**config.mk**
```make
export PLATFORM = sky130hd
export DESIGN_NAME = coin_acceptor
export DESIGN_NICKNAME = d
export VERILOG_FILES = /design/src/rtl/coin_acceptor.sv
export SDC_FILE = /design/constraint.sdc
export NUM_CORES = 1
export LEC_CHECK = 0
export ABC_AREA = 1
export CORE_MARGIN = 4
export CORE_UTILIZATION = 35
export CTS_CLUSTER_DIAMETER = 100
export CTS_CLUSTER_SIZE = 8
export DETAILED_ROUTE_END_ITERATION = 16
export GPL_TIMING_DRIVEN = 0
export HOLD_SLACK_MARGIN = 0.02
export PLACE_DENSITY = 0.61
export SYNTH_ARGS = -nofsm -noshare
export SYNTH_HDL_FRONTEND = slang
export SYNTH_SLANG_ARGS = --single-unit
```
**constraint.sdc**
```tcl
create_clock -name clk -period 4.1 [get_ports clk]
set_input_delay 0.82 -clock clk [delete_from_list [all_inputs] [get_ports clk]]
set_output_delay 0.82 -clock clk [all_outputs]
set_load 0.005 [all_outputs]
```
**src/rtl/coin_acceptor.sv**
```systemverilog
// Coin sensor front end: debounces raw sensor levels, queues rising-edge coin
// events and emits paced one-hot pulses toward vending_machine.
module coin_acceptor #(
   parameter int DEBOUNCE_CYCLES = 4,
   parameter int FIFO_DEPTH      = 4,
   parameter int GAP_CYCLES      = 1
) (
   input  logic                               clk,
   input  logic                               reset,
   input  logic [2:0]                         i_coin_sense,
   input  logic                               i_inhibit,
   output logic [2:0]                         o_input_coin,
   output logic [2:0]                         o_reject,
   output logic [$clog2(FIFO_DEPTH+1)-1:0]    o_fifo_count,
   output logic [2:0]                         o_pending
);
   localparam int DW = $clog2(DEBOUNCE_CYCLES);
   localparam int PW = $clog2(FIFO_DEPTH);
   localparam int CW = $clog2(FIFO_DEPTH + 1);
   localparam int GW = (GAP_CYCLES > 1) ? $clog2(GAP_CYCLES) : 1;
   localparam logic [DW-1:0] DEB_LAST  = DW'(DEBOUNCE_CYCLES - 1);
   localparam logic [GW-1:0] GAP_LAST  = GW'(GAP_CYCLES - 1);
   localparam logic [CW-1:0] FIFO_FULL = CW'(FIFO_DEPTH);

   typedef enum logic [1:0] {
      ST_IDLE = 2'd0,
      ST_EMIT = 2'd1,
      ST_GAP  = 2'd2
   } state_t;

   function automatic logic [2:0] code_to_onehot(input logic [1:0] code);
      logic [2:0] oh;
      case (code)
         2'd0:    oh = 3'b001;
         2'd1:    oh = 3'b010;
         2'd2:    oh = 3'b100;
         default: oh = 3'b000;
      endcase
      return oh;
   endfunction

   logic [2:0]    s_raw_r;
   logic [2:0]    stable_r;
   logic [2:0]    stable_d_r;
   logic [DW-1:0] deb_cnt_r [3];
   logic [2:0]    pending_r;
   logic [2:0]    reject_r;
   logic [2:0]    coin_r;
   logic [1:0]    fifo_mem_r [FIFO_DEPTH];
   logic [PW-1:0] wr_ptr_r;
   logic [PW-1:0] rd_ptr_r;
   logic [CW-1:0] count_r;
   state_t        state_r;
   logic [GW-1:0] gap_cnt_r;

   logic [2:0]    rise_s;
   logic [2:0]    clear_s;
   logic [2:0]    reject_s;
   logic [2:0]    pending_next_s;
   logic          push_s;
   logic [1:0]    push_code_s;
   logic          pop_s;
   logic [1:0]    head_s;

   // Sample raw sensors and debounce each channel into a stable level
   always_ff @(posedge clk) begin
      if (reset) begin
         s_raw_r    <= 3'b111;
         stable_r   <= 3'b111;
         stable_d_r <= 3'b111;
         for (int i = 0; i < 3; i++) begin
            deb_cnt_r[i] <= {DW{1'b0}};
         end
      end else begin
         s_raw_r    <= i_coin_sense;
         stable_d_r <= stable_r;
         for (int i = 0; i < 3; i++) begin
            if (s_raw_r[i] != stable_r[i]) begin
               if (deb_cnt_r[i] == DEB_LAST) begin
                  stable_r[i]  <= s_raw_r[i];
                  deb_cnt_r[i] <= {DW{1'b0}};
               end else begin
                  deb_cnt_r[i] <= deb_cnt_r[i] + DW'(1);
               end
            end else begin
               deb_cnt_r[i] <= {DW{1'b0}};
            end
         end
      end
   end

   // Event detection, lowest-index arbitration into the FIFO, reject on collision
   always_comb begin
      rise_s      = stable_r & ~stable_d_r;
      push_s      = 1'b0;
      push_code_s = 2'd0;
      clear_s     = 3'b000;
      if (count_r != FIFO_FULL) begin
         if (pending_r[0]) begin
            push_s      = 1'b1;
            push_code_s = 2'd0;
            clear_s     = 3'b001;
         end else if (pending_r[1]) begin
            push_s      = 1'b1;
            push_code_s = 2'd1;
            clear_s     = 3'b010;
         end else if (pending_r[2]) begin
            push_s      = 1'b1;
            push_code_s = 2'd2;
            clear_s     = 3'b100;
         end else begin
            push_s      = 1'b0;
         end
      end else begin
         push_s = 1'b0;
      end
      reject_s       = rise_s & pending_r & ~clear_s;
      pending_next_s = (pending_r & ~clear_s) | rise_s;
      head_s         = fifo_mem_r[rd_ptr_r];
      pop_s          = (state_r == ST_IDLE) && (count_r != {CW{1'b0}}) && !i_inhibit;
   end

   // Pending bits and reject pulses
   always_ff @(posedge clk) begin
      if (reset) begin
         pending_r <= 3'b000;
         reject_r  <= 3'b000;
      end else begin
         pending_r <= pending_next_s;
         reject_r  <= reject_s;
      end
   end

   // Coin queue storage, pointers and occupancy
   always_ff @(posedge clk) begin
      if (reset) begin
         wr_ptr_r <= {PW{1'b0}};
         rd_ptr_r <= {PW{1'b0}};
         count_r  <= {CW{1'b0}};
         for (int i = 0; i < FIFO_DEPTH; i++) begin
            fifo_mem_r[i] <= 2'd0;
         end
      end else begin
         if (push_s) begin
            fifo_mem_r[wr_ptr_r] <= push_code_s;
            wr_ptr_r             <= wr_ptr_r + PW'(1);
         end
         if (pop_s) begin
            rd_ptr_r <= rd_ptr_r + PW'(1);
         end
         case ({push_s, pop_s})
            2'b10:   count_r <= count_r + CW'(1);
            2'b01:   count_r <= count_r - CW'(1);
            default: count_r <= count_r;
         endcase
      end
   end

   // Output pacing FSM; inhibit only gates the start of a pulse
   always_ff @(posedge clk) begin
      if (reset) begin
         state_r   <= ST_IDLE;
         gap_cnt_r <= {GW{1'b0}};
         coin_r    <= 3'b000;
      end else begin
         case (state_r)
            ST_IDLE: begin
               if (pop_s) begin
                  state_r <= ST_EMIT;
                  coin_r  <= code_to_onehot(head_s);
               end else begin
                  coin_r  <= 3'b000;
               end
            end
            ST_EMIT: begin
               state_r   <= ST_GAP;
               gap_cnt_r <= {GW{1'b0}};
               coin_r    <= 3'b000;
            end
            ST_GAP: begin
               coin_r <= 3'b000;
               if (gap_cnt_r == GAP_LAST) begin
                  state_r <= ST_IDLE;
               end else begin
                  gap_cnt_r <= gap_cnt_r + GW'(1);
               end
            end
            default: begin
               state_r <= ST_IDLE;
               coin_r  <= 3'b000;
            end
         endcase
      end
   end

   assign o_input_coin = coin_r;
   assign o_reject     = reject_r;
   assign o_fifo_count = count_r;
   assign o_pending    = pending_r;

endmodule

```
# Word-level counts from Yosys, hierarchy flattened
# Memory sizes are Yosys's and may differ from the RTL's. A register that Yosys moved wholly into a read port is not among the register bits.
# Cells that the tools add are included.
dict set report totals {
  out_inout_bits 12
  register_bits 28
  word_cells 141
  mem_count 2
  ramBits 14
}
dict set report classes {
  mux 71
  reduce_logical 14
  add_sub_neg 8
  n_bitwise 18
  eq_ne 15
}
# memory words width rd rd_clocked_by_memory_dff write_ports line_no
set memory_table {}
lappend memory_table {fifo_mem_r 4 2 1 1 4 49} ;# logic [1:0] fifo_mem_r [FIFO_DEPTH];
lappend memory_table {deb_cnt_r 3 2 3 0 3 45} ;# logic [DW-1:0] deb_cnt_r [3];
# op count
set op_table {}
lappend op_table {{1-bit 2-to-1 mux} 44}
lappend op_table {{2-bit 2-to-1 mux} 19}
lappend op_table {{3-bit AND} 4}
lappend op_table {{2-bit equality test (second input constant)} 6}
lappend op_table {{3-bit 2-to-1 mux} 4}
lappend op_table {{2-bit by 1-bit adder with 2-bit output (second input constant)} 5}
lappend op_table {{1-bit OR} 9}
lappend op_table {{3-bit case mux with 3 select lines} 1}
lappend op_table {{2-bit AND reduction} 4}
lappend op_table {{2-bit by 1-bit equality test with 1-bit output (second input constant)} 3}
lappend op_table {{3-bit inverter} 2}
lappend op_table {{2-bit case mux with 3 select lines} 1}
lappend op_table {{3-bit case mux with 2 select lines} 1}
lappend op_table {{2-bit zero test} 2}
lappend op_table {{2-bit != test (second input constant)} 2}
lappend op_table {{2-bit nonzero test} 2}
lappend op_table {{3-bit by 1-bit adder with 3-bit output (second input constant)} 1}
lappend op_table {{1-bit != test} 3}
lappend op_table {{3-bit != test (second input constant)} 1}
lappend op_table {{3-bit OR} 1}
lappend op_table {{3-bit nonzero test} 1}
lappend op_table {{3-bit OR reduction} 1}
lappend op_table {{3-bit by 1-bit subtractor with 3-bit output (second input constant)} 1}
lappend op_table {{1-bit logical AND} 2}
lappend op_table {{5 further kinds} 6}

# Longest topological paths before layout
# Gate-level depths: netlist (run 1).
dict set report logic_depth {
  ltp_word 9
  depth_mapped 12
}

# Least setup slack after synthesis (run 1)
# Ideal clock, no wire load.
dict set report synth_path {
  path_kind {input-to-reg}
  start {in i_inhibit}
  end {reg count_r[2], in the netlist o_fifo_count[2]}
  stages 11
  setup_slack_ns 1.899
  n_path_buf 0
  t_arrival_ns 2.088
  setup_ns 0.113
  t_required_ns 3.987
  path_cell_list {inv_1 nand2_1 nor2_1 ha_1 inv_1 fa_1 or2_2 nand2_1 nand2_1 nand2_1 nor2_1}
}
dict set report synth_via {
  elab_chain_len 4
  elab_cells_between_ends 6
  cone_classes {2 x eq/ne; 1 x mux; 3 x reduce/logical}
}
# element line_no
set synth_rtl {}
lappend synth_rtl {{start, declared} 11} ;# input logic i_inhibit,
lappend synth_rtl {{1-bit zero test (*)} 120} ;# pop_s = (state_r == ST_IDLE) && (count_r != {CW{1'b0}}) && !i_inhibit;
lappend synth_rtl {{1-bit logical AND (*)} 120}
lappend synth_rtl {{via pop_s} 62} ;# logic pop_s;
lappend synth_rtl {{2-bit by 1-bit equality test with 1-bit output / 2-bit equality test (equally long branches)} 151} ;# case ({push_s, pop_s})
lappend synth_rtl {{3-bit case mux with 2 select lines / 2-bit nonzero test (equally long branches)} n/a}
lappend synth_rtl {{end signal, assigned} 152} ;# 2'b10: count_r <= count_r + CW'(1);
lappend synth_rtl {{end signal, assigned} 153} ;# 2'b01: count_r <= count_r - CW'(1);
lappend synth_rtl {{end signal, assigned} 154} ;# default: count_r <= count_r;
lappend synth_rtl {{end, declared} 52} ;# logic [CW-1:0] count_r;
# Mark *: on every way through the listed nets, which the timed path passes. The rest lies on a longest branch.
# A chain may end at the register's enable or synchronous reset.

# Worst setup path after layout (run 1)
# Same ends and word-level chain as after synthesis.

==> results of run 1 <==
## final timing paths
path	endpoint	slack, ns	cells after the start	startpoint
min reg2reg	state_r[1]$_SDFFE_PP0P_	0.42	1	state_r[1]$_SDFFE_PP0P_
max reg2reg	o_fifo_count[2]$_SDFFE_PP0P_	2.08	11	o_fifo_count[0]$_SDFFE_PP0P_
max	o_fifo_count[2]$_SDFFE_PP0P_	1.69	12	i_inhibit
min	state_r[1]$_SDFFE_PP0P_	0.42	1	state_r[1]$_SDFFE_PP0P_
## synth_stat cells, drive strengths merged
cell | n | share of area (%)
a21oi | 11 | 3.1
buf | 2 | 1.0
conb | 1 | 0.21
dfxtp | 29 | 32
edfxtp | 14 | 23
fa | 1 | 1.1
ha | 4 | 2.8
inv | 25 | 5.4
nand2 | 38 | 9.2
nand3 | 11 | 4.6
nand3b | 2 | 1.0
nand4 | 2 | 0.70
nor2 | 32 | 7.7
nor3 | 1 | 0.28
o211ai | 3 | 1.3
o21ai | 11 | 3.7
or2 | 6 | 2.1
## area by class of cell
class	count	share of cell area, %
sequential	43	46.5
multi-input combinational	128	32.4
tap	67	3.90
clock buffer	6	3.37
buffer	2	0.873
clock inverter	2	0.524
inverter	25	4.48
timing repair buffer	17	7.91
## cells by family (layout without fill, tap and decap cells)
| logic type | after synthesis | in the layout | synth area share, % |
|---|---|---|---|
| fa+ha+maj | 5 | 5 | 3.91 |
| other cells | 1 | 6 | 0.209 |
| compound gates | 25 | 25 | 8.02 |
| flops | 43 | 43 | 55.8 |
| simple gates | 92 | 92 | 25.7 |
| buf+inv | 27 | 52 | 6.42 |
## routing by layer
layer	vias to the layer above	part of all wire, %	GRT usage, %
met4	0	2.8	6.70
met1	556	46	11.4
met2	17	47	16.7
met3	7	3.7	3.27
met5	-	0	0
li1	669	-	-
## flip-flops by register name (all words and copies together), names as in the netlist, named ones only
register,count
fifo_mem_r,8
deb_cnt_r,6
o_fifo_count,3
o_input_coin,3
o_pending,3
o_reject,3
s_raw_r,3
stable_d_r,3
stable_r,3
rd_ptr_r,2
state_r,2
wr_ptr_r,2
## worst max-delay path, delay by kind of cell
kind,cells,cell delay [ns]
AND/OR/NAND/NOR,7,0.73
adder cells (fa/ha/maj),2,0.54
buffers and inverters,3,0.51
## where the power goes
part / switching [mW] / internal [mW] / leakage [nW]
clock network: 0.142 / 0.119 / 0.0455
registers: 0.0283 / 0.480 / 0.381
logic: 0.130 / 0.0904 / 0.471
total: 0.301 / 0.690 / 0.897
==> reports/summary.txt, run 1 <==
Hold slack: 0.416 ns
Register area share after synthesis: 55.8%
Number of fillers in the final layout: 493
CP Launch Type: input port
Global route overflow: 0
Slew HR: 64.4%
Row cnt: 25
Die Span Y: 79.6 um
# Post-CTS Setup Buffers: 0
Worst skew pair latency: 0.30 ns
Final Cycle Share: 58.7%
Total power: 0.991 mW
Register Area: 0.00100 mm^2
Core area: 0.00485 mm^2
Vias in the first global route: 1092
F_max: 415 MHz
Place WS: 1.39 ns
Critical Path Sink Type: flip-flop
Via count: 1249
Finished layout cell area: 0.00215 mm^2
Post-Syn Area per Cell: 9.30 um^2
Drt total wl: 2930 um
Port bufs: 17
Worst EP required: 4.30 ns
Status: finished, final reports clean
Initial Utilization: 37.0%
Area delta synth->final: 19.9%
Final Skew: 0.00652 ns
Layout cells sized above 1: 14.3%
Die X: 79.6 um
Post_cts resized: 0
Multi-input gate area: 697 um^2
Netlist cell types: 28
CTS clk-pin slew, worst paths: 0.08 ns
Hold Vio Cnt, Final: 0
First-pass GRT wire length: 4840 um
WP data arrival: 2.61 ns
Yosys warning count: 0
Iteration-0 DRC Markers: 33
IO Pins: 18
RD Place Congestion: 0.804
Placed Area: 0.00207 mm^2
Commonest cells after routing, fill and taps aside: 33 x nand2_1, 30 x nor2_1, 29 x dfxtp_1, 23 x inv_1, 17 x clkdlybuf4s50_1
Total CTS buffers: 5
Worst path most repeated cell: nand2_1
Syn Inst Count: 193
Hold_buf cts: 0
Max cap viols: 0
Fin. max-slew vios: 0
CP Cell Sequence: clkdlybuf4s50_1, inv_1, nand2_1, nor2_1, ha_1, inv_1, fa_1, or2_2, nand2_1, nand2_1, nand2_1, nor2_1
Crit-path max FO: 3
TritonCTS Sinks: 43
Slowest CP cell: clkdlybuf4s50_1
Final Non-Filler Cells: 290
Dpl hpwl: 2150 um
Initial antenna violation count: 0
CTS root buf: clkbuf_8
Setup WS post-layout: 1.69 ns
Maximum vdd drop: 0.246 mV
H-tree level count: 2
Largest net degree at the start of global routing: 14
Hold Crit Class: reg -> reg
RSZ-0062 raised after global routing: false
Final setup vio count: 0
Final antenna-violating net count: 0
Pre-antenna DRT Iters: 4
Drt drc: 0
Mapped Area: 0.00179 mm^2
Inst Count DP: 282
Critical path's largest stage delay: 0.39 ns
Power Dens Cells: 461 mW/mm^2
LEAKAGE: 0.897 nW
Setup CP Type: in -> reg
Die area: 0.00634 mm^2
Layout Nets: 233
Leading cell type in the layout, fill and taps excluded: nand2_1
Fin Setup TNS: 0 ns
Clock Tree Buf Depth: 2
Worst Tran Pin Value: 0.532 ns
CTS tree: built
Vias per inst: 4.31
WL/cell: 10.1 um
Synth Register Bits: 43
Final core occ: 44.4%
Total Routing Usage GR: 10.2%
Tmin final: 2.41 ns
Ant diodes: 0
Power figures use the tool's default switching activity.
==> run 2: changes to the inputs <==
clock period = 2.3 ns   (was 4.1 ns; I/O delays follow)
==> results of run 2 <==
The final DEF is identical to that of run 1. Status: finished, final reports clean.
Main changes from that run: setup slack after placement 1.39 ns -> -0.0535 ns; setup slack after layout 1.69 ns -> 0.252 ns; register-to-register setup slack 2.08 ns -> 0.28 ns; total power 0.991 mW -> 1.77 mW; worst IR drop on VDD 0.246 mV -> 0.439 mV
